### config.mk
export PLATFORM = sky130hd
export DESIGN_NAME = agu_operand_stage_flat
export DESIGN_NICKNAME = d
export VERILOG_FILES = /design/src/rtl/agu_operand_stage_if.sv /design/src/rtl/agu_operand_stage.sv /design/src/flat_wrapper.sv
export SDC_FILE = /design/constraint.sdc
export NUM_CORES = 1
export LEC_CHECK = 0
export CAP_MARGIN = 20
export CELL_PAD_IN_SITES_DETAIL_PLACEMENT = 1
export CELL_PAD_IN_SITES_GLOBAL_PLACEMENT = 2
export CORE_ASPECT_RATIO = 0.75
export CORE_UTILIZATION = 31
export CTS_BUF_LIST = sky130_fd_sc_hd__clkbuf_2 sky130_fd_sc_hd__clkbuf_4 sky130_fd_sc_hd__clkbuf_8
export DETAILED_ROUTE_END_ITERATION = 12
export HOLD_SLACK_MARGIN = 0.05
export PLACE_DENSITY = 0.92
export SYNTH_ARGS = -nofsm -noshare
export SYNTH_HDL_FRONTEND = slang
export SYNTH_SLANG_ARGS = --single-unit
### constraint.sdc
create_clock -name clk -period 2.1 [get_ports clk]
set_input_delay 0.315 -clock clk [delete_from_list [all_inputs] [get_ports clk]]
set_output_delay 0.315 -clock clk [all_outputs]
set_load 0.01 [all_outputs]
### src/rtl/agu_operand_stage_if.sv
// Handshake and operand bus between the address-generation decoder, this stage and the adder.
// The stage takes the slave view; the upstream/downstream environment takes the master view.
interface agu_operand_stage_if #(
  parameter int unsigned W = 32
);
  logic         in_valid;
  logic         in_ready;
  logic [W-1:0] base;
  logic         base_en;
  logic [W-1:0] index;
  logic         index_en;
  logic [1:0]   scale;
  logic [W-1:0] disp;
  logic [1:0]   disp_size;
  logic         addr16;
  logic         cin_in;
  logic         out_valid;
  logic         out_ready;
  logic [W-1:0] A;
  logic [W-1:0] B;
  logic [W-1:0] C;
  logic         CIN;

  modport master (
    output in_valid, base, base_en, index, index_en, scale,
           disp, disp_size, addr16, cin_in, out_ready,
    input  in_ready, out_valid, A, B, C, CIN
  );

  modport slave (
    input  in_valid, base, base_en, index, index_en, scale,
           disp, disp_size, addr16, cin_in, out_ready,
    output in_ready, out_valid, A, B, C, CIN
  );
endinterface

### src/rtl/agu_operand_stage.sv
// Forms carry-save adder operands (base, scaled index, extended displacement, carry-in)
// and registers them behind a valid/ready handshake with a 2-entry skid buffer.
module agu_operand_stage #(
  parameter int unsigned W       = 32,
  parameter int unsigned DISP8_W = 8
) (
  input  logic                  clk,
  input  logic                  rst,
  input  logic                  flush,
  agu_operand_stage_if.slave    bus
);

  typedef struct packed {
    logic [W-1:0] a;
    logic [W-1:0] b;
    logic [W-1:0] c;
    logic         cin;
  } opnd_t;

  typedef enum logic [1:0] {
    S_EMPTY = 2'd0,
    S_ONE   = 2'd1,
    S_FULL  = 2'd2
  } state_t;

  localparam logic [W-1:0] LO16_MASK = {{(W-16){1'b0}}, {16{1'b1}}};

  state_t state_q, state_d;
  opnd_t  out_q, out_d;
  opnd_t  skid_q, skid_d;
  logic   out_valid_q, out_valid_d;
  logic   in_ready_q, in_ready_d;

  opnd_t        new_op;
  logic [W-1:0] base_m;
  logic [W-1:0] idx_m;
  logic [W-1:0] idx_sh;
  logic [W-1:0] disp_x;
  logic         accept;
  logic         drain;

  // Operand formation; masking after the shift is equivalent to truncating before and after.
  always_comb begin
    base_m = bus.base_en  ? bus.base  : '0;
    idx_m  = bus.index_en ? bus.index : '0;
    idx_sh = idx_m << bus.scale;
    case (bus.disp_size)
      2'd0:    disp_x = '0;
      2'd1:    disp_x = {{(W-DISP8_W){bus.disp[DISP8_W-1]}}, bus.disp[DISP8_W-1:0]};
      2'd2:    disp_x = {{(W-16){bus.disp[15]}}, bus.disp[15:0]};
      default: disp_x = bus.disp;
    endcase
    new_op.a   = base_m;
    new_op.b   = idx_sh;
    new_op.c   = disp_x;
    new_op.cin = bus.cin_in;
    if (bus.addr16) begin
      new_op.a = base_m & LO16_MASK;
      new_op.b = idx_sh & LO16_MASK;
      new_op.c = disp_x & LO16_MASK;
    end
  end

  assign accept = bus.in_valid && in_ready_q;
  assign drain  = out_valid_q && bus.out_ready;

  always_comb begin
    state_d = state_q;
    out_d   = out_q;
    skid_d  = skid_q;
    case (state_q)
      S_EMPTY: begin
        if (accept) begin
          out_d   = new_op;
          state_d = S_ONE;
        end
      end
      S_ONE: begin
        if (accept && drain) begin
          out_d = new_op;
        end else if (accept) begin
          skid_d  = new_op;
          state_d = S_FULL;
        end else if (drain) begin
          state_d = S_EMPTY;
        end
      end
      S_FULL: begin
        if (drain) begin
          out_d   = skid_q;
          state_d = S_ONE;
        end
      end
      default: state_d = S_EMPTY;
    endcase
    // Flush discards any same-cycle accept; only the valid state is cleared.
    if (flush) begin
      state_d = S_EMPTY;
      out_d   = out_q;
      skid_d  = skid_q;
    end
    out_valid_d = (state_d != S_EMPTY);
    in_ready_d  = (state_d != S_FULL);
  end

  always_ff @(posedge clk) begin
    if (!rst) begin
      state_q     <= S_EMPTY;
      out_q       <= '0;
      skid_q      <= '0;
      out_valid_q <= 1'b0;
      in_ready_q  <= 1'b1;
    end else begin
      state_q     <= state_d;
      out_q       <= out_d;
      skid_q      <= skid_d;
      out_valid_q <= out_valid_d;
      in_ready_q  <= in_ready_d;
    end
  end

  assign bus.in_ready  = in_ready_q;
  assign bus.out_valid = out_valid_q;
  assign bus.A         = out_q.a;
  assign bus.B         = out_q.b;
  assign bus.C         = out_q.c;
  assign bus.CIN       = out_q.cin;

endmodule

### src/flat_wrapper.sv
// flat-port wrapper written by rule: the top's interface ports become plain ports
module agu_operand_stage_flat 
#(
  parameter int unsigned W       = 32,
  parameter int unsigned DISP8_W = 8
)
  (clk, rst, flush, bus_in_valid, bus_base, bus_base_en, bus_index, bus_index_en, bus_scale, bus_disp, bus_disp_size, bus_addr16, bus_cin_in, bus_out_ready, bus_in_ready, bus_out_valid, bus_A, bus_B, bus_C, bus_CIN);
  agu_operand_stage_if #(.W(W)) bus_i ();
  input  logic clk;
  input  logic rst;
  input  logic flush;
  input wire logic [$bits(bus_i.in_valid)-1:0] bus_in_valid;
  input wire logic [$bits(bus_i.base)-1:0] bus_base;
  input wire logic [$bits(bus_i.base_en)-1:0] bus_base_en;
  input wire logic [$bits(bus_i.index)-1:0] bus_index;
  input wire logic [$bits(bus_i.index_en)-1:0] bus_index_en;
  input wire logic [$bits(bus_i.scale)-1:0] bus_scale;
  input wire logic [$bits(bus_i.disp)-1:0] bus_disp;
  input wire logic [$bits(bus_i.disp_size)-1:0] bus_disp_size;
  input wire logic [$bits(bus_i.addr16)-1:0] bus_addr16;
  input wire logic [$bits(bus_i.cin_in)-1:0] bus_cin_in;
  input wire logic [$bits(bus_i.out_ready)-1:0] bus_out_ready;
  output wire logic [$bits(bus_i.in_ready)-1:0] bus_in_ready;
  output wire logic [$bits(bus_i.out_valid)-1:0] bus_out_valid;
  output wire logic [$bits(bus_i.A)-1:0] bus_A;
  output wire logic [$bits(bus_i.B)-1:0] bus_B;
  output wire logic [$bits(bus_i.C)-1:0] bus_C;
  output wire logic [$bits(bus_i.CIN)-1:0] bus_CIN;
  assign bus_i.in_valid = bus_in_valid;
  assign bus_i.base = bus_base;
  assign bus_i.base_en = bus_base_en;
  assign bus_i.index = bus_index;
  assign bus_i.index_en = bus_index_en;
  assign bus_i.scale = bus_scale;
  assign bus_i.disp = bus_disp;
  assign bus_i.disp_size = bus_disp_size;
  assign bus_i.addr16 = bus_addr16;
  assign bus_i.cin_in = bus_cin_in;
  assign bus_i.out_ready = bus_out_ready;
  assign bus_in_ready = bus_i.in_ready;
  assign bus_out_valid = bus_i.out_valid;
  assign bus_A = bus_i.A;
  assign bus_B = bus_i.B;
  assign bus_C = bus_i.C;
  assign bus_CIN = bus_i.CIN;
  agu_operand_stage #(.W(W), .DISP8_W(DISP8_W)) u_core (.clk(clk), .rst(rst), .flush(flush), .bus(bus_i));
endmodule
==> impl_metrics.ini <==
[layout]
antennaDiodeCount = 0
fin_util_pct = 42.5
synthToLayoutAreaGrowth_pct = 34.4
drive_above_1_share_pct = 10.6
nFillCells = 3319
finish.net_count = 1329

[grt]
grt_max_degree = 141
grt_pass1_wl_mm = 46.2
grt_pass1_vias = 8468
grt_remaining_overflow = 0
grt_util_all_layers_pct = 19.1
antenna_found_initial = 0

[sta]
finalCritPeriodShare_pct = 91.5
slew_headroom_pct = 52.5
fin_tns_setup_ps = 0
rsz0062_at_grt = no
setup_viol = 0
setup_ws_ps = 179
clock.fmax_mhz = 521
post-route-min-period_ps = 1920
hold_ws_ps = 327
slew_viol_final = 0
fin_skew_ps = 14.7
hold_violations = 0
worst_pin_slew_ps = 712

[die]
rows = 54
die_w_um = 201
die_y_um = 151
core-area_um2 = 29100
start_util_pct = 31.6
ios = 208
dieArea_um2 = 30400

[synth]
syn-num-nets = 1156
ys_seq_area_share_pct = 43.0
synthTopCellsByArea = dfxtp_1 43%, nand2_1 7.1%, mux2i_1 7.1%, a22o_1 4.3%, mux2_2 4.0%
synth_commonest_cells = 198 x dfxtp_1, 174 x nand2_1, 71 x clkbuf_1
synth_top_area_share_pct = 43.0
yosysMostFrequentCell = dfxtp_1
synth_flop_cell = dfxtp_1
yosysWarnings = 0
synthCells = 1047
syn_area_um2 = 9220
syn_avg_cell_area_um2 = 8.80
netlist-cell-type-count = 43
synth-seq-cells = 198
synthArstFlopShare_pct = 0
synth_area_leader_cell = dfxtp_1
synth_edf_count = 0

[job]
maxCapViolations = 0

[power_and_ir_drop]
ir_worst_vdd_uv = 384
powerDensity_nw_per_um2 = 628
power.total_mw = 7.78
p_leak_nw = 5.14

[worst_setup_path]
cp-end-kind = flip-flop
crit_type = reg2reg
start_kind = flip-flop
crit_arrival_ps = 2290
crit_buf_inv = 1
critPathSlowestCell = a2111oi_1
cp_top_family = compound AO/OA/AOI/OAI gates
cp_cell_sequence = nand2_1, a2111oi_1, nor2_4, buf_12, a22o_1
path_max_fanout = 29
max_stage_delay_ps = 570
rr_startpoint = u_core.bus.in_ready$_SDFF_PN1_
cp-startpoint = u_core.bus.in_ready$_SDFF_PN1_
required_ps = 2470

[route]
wl_per_cell_um = 17.8
routed_wl_mm = 28.9
postRouteAntennaNets = 0
drc = 0
viasPerCell = 5.14
dr_total_vias = 8345
first_pass_iters = 4
initialDrtViolationCount = 283

[clocking]
cts-root-buf = clkbuf_8
htree_levels = 4
clkSlewWorstSetupHoldPaths_ps = 110
cts_tree = yes
postCtsHoldBufs = 0
clk_path_buf_depth = 2
insertion_delay_ps = 480
numCtsBuffers = 17
cts_sinks = 198

[worst_hold_path]
min_from = rst
hold_path_class = in2reg

[placed_design]
gp_congestion = 0.782
io_buffers = 207
pre_cts_slack_ps = -382
dp_hpwl_mm = 19.9

[run_status]
outcome = finished, final reports clean
-- per-stage QoR --
| step | area, um2 | std cells |
|---|---|---|
| 6_report | 12400 | 1625 |
| 4_1_cts | 12400 | 1624 |
| 3_3_place_gp | 11900 | 1591 |
| 2_1_floorplan | 9220 | 1047 |
| 5_1_grt | 12400 | 1625 |
| 3_5_place_dp | 11900 | 1592 |
-- cell usage in the layout, fill, tap and decap left out, types with 4 or more instances in the layout --
master,count
clkdlybuf4s50_1,205
dfxtp_1,198
nand2_1,174
o21ai_0,66
mux2i_1,65
nand3_1,57
a22o_1,45
and2_1,42
and3_1,41
mux2_2,33
a21boi_0,32
buf_4,32
a21oi_1,30
o2bb2ai_1,30
o211a_1,24
nor2_1,22
clkbuf_8,18
a22oi_1,16
o22ai_1,16
buf_12,15
a21boi_1,11
a21o_1,10
clkinvlp_4,4
-- sequential cells by signal (all words and copies together) (netlist names) --
name                  flops
u_core.bus.CIN            1
u_core.bus.B             32
u_core.bus.A             32
u_core.bus.C             32
u_core.skid_q            97
u_core.bus.out_valid      1
u_core.bus.in_ready       1
u_core.state_q            2
-- per-layer routing --
| metal | track usage (%) | part of all wire [%] | wire (um) | up-vias |
|---|---|---|---|---|
| li1 | - | - | - | 4066 |
| met1 | 26.1 | 50 | 14400 | 4105 |
| met2 | 30.6 | 45 | 12900 | 153 |
| met3 | 3.89 | 4.4 | 1260 | 21 |
| met4 | 4.81 | 1.1 | 326 | 0 |
| met5 | 0 | 0 | 0 | - |
-- repair_timing --
action	4_1_cts	5_1_grt
gates resized for setup	0	2
setup endpoints to repair	0	18
buffers inserted	0	0
-- worst paths after layout --
check / to / slack (ps) / cells after the start
worst min register to register: u_core.skid_q[96]$_SDFFE_PN0P_ / 450 / 2
worst max-delay path: u_core.bus.B[22]$_SDFFE_PN0P_ / 180 / 5
worst min-delay path: u_core.bus.C[30]$_SDFFE_PN0P_ / 330 / 4
worst max register to register: u_core.bus.B[22]$_SDFFE_PN0P_ / 180 / 5
-- where the power goes --
group          internal [mW]  switching (mW)
clock network           1.26            1.49
logic                  0.589           0.564
registers               3.83          0.0474
total                   5.68            2.10
-- cell families after synthesis --
logic type	after synthesis	share of synthesized area [%]
buffers and inverters	102	4.58
DFF	198	43.0
muxes	98	11.1
AOI/OAI and AO/OA	288	22.5
and+or+nand+nor	361	18.9
-- cell type report --
type	instances	area, um2	share of cell area [%]
multi-input combinational	747	4880	39.4
sequential	198	3960	32.0
timing repair buffer	254	2610	21.1
tap	392	490	3.96
clock buffer	20	263	2.12
clock inverter	12	166	1.34
inverter	2	7.51	0.0606
-- tightest hold or removal path: cells and delay by family --
family                 cells  cell delay [ps]
AOI/OAI and AO/OA          2              210
buffers and inverters      1              140
and+or+nand+nor            1               90
Note: power is estimated with default switching activity, not from simulation.
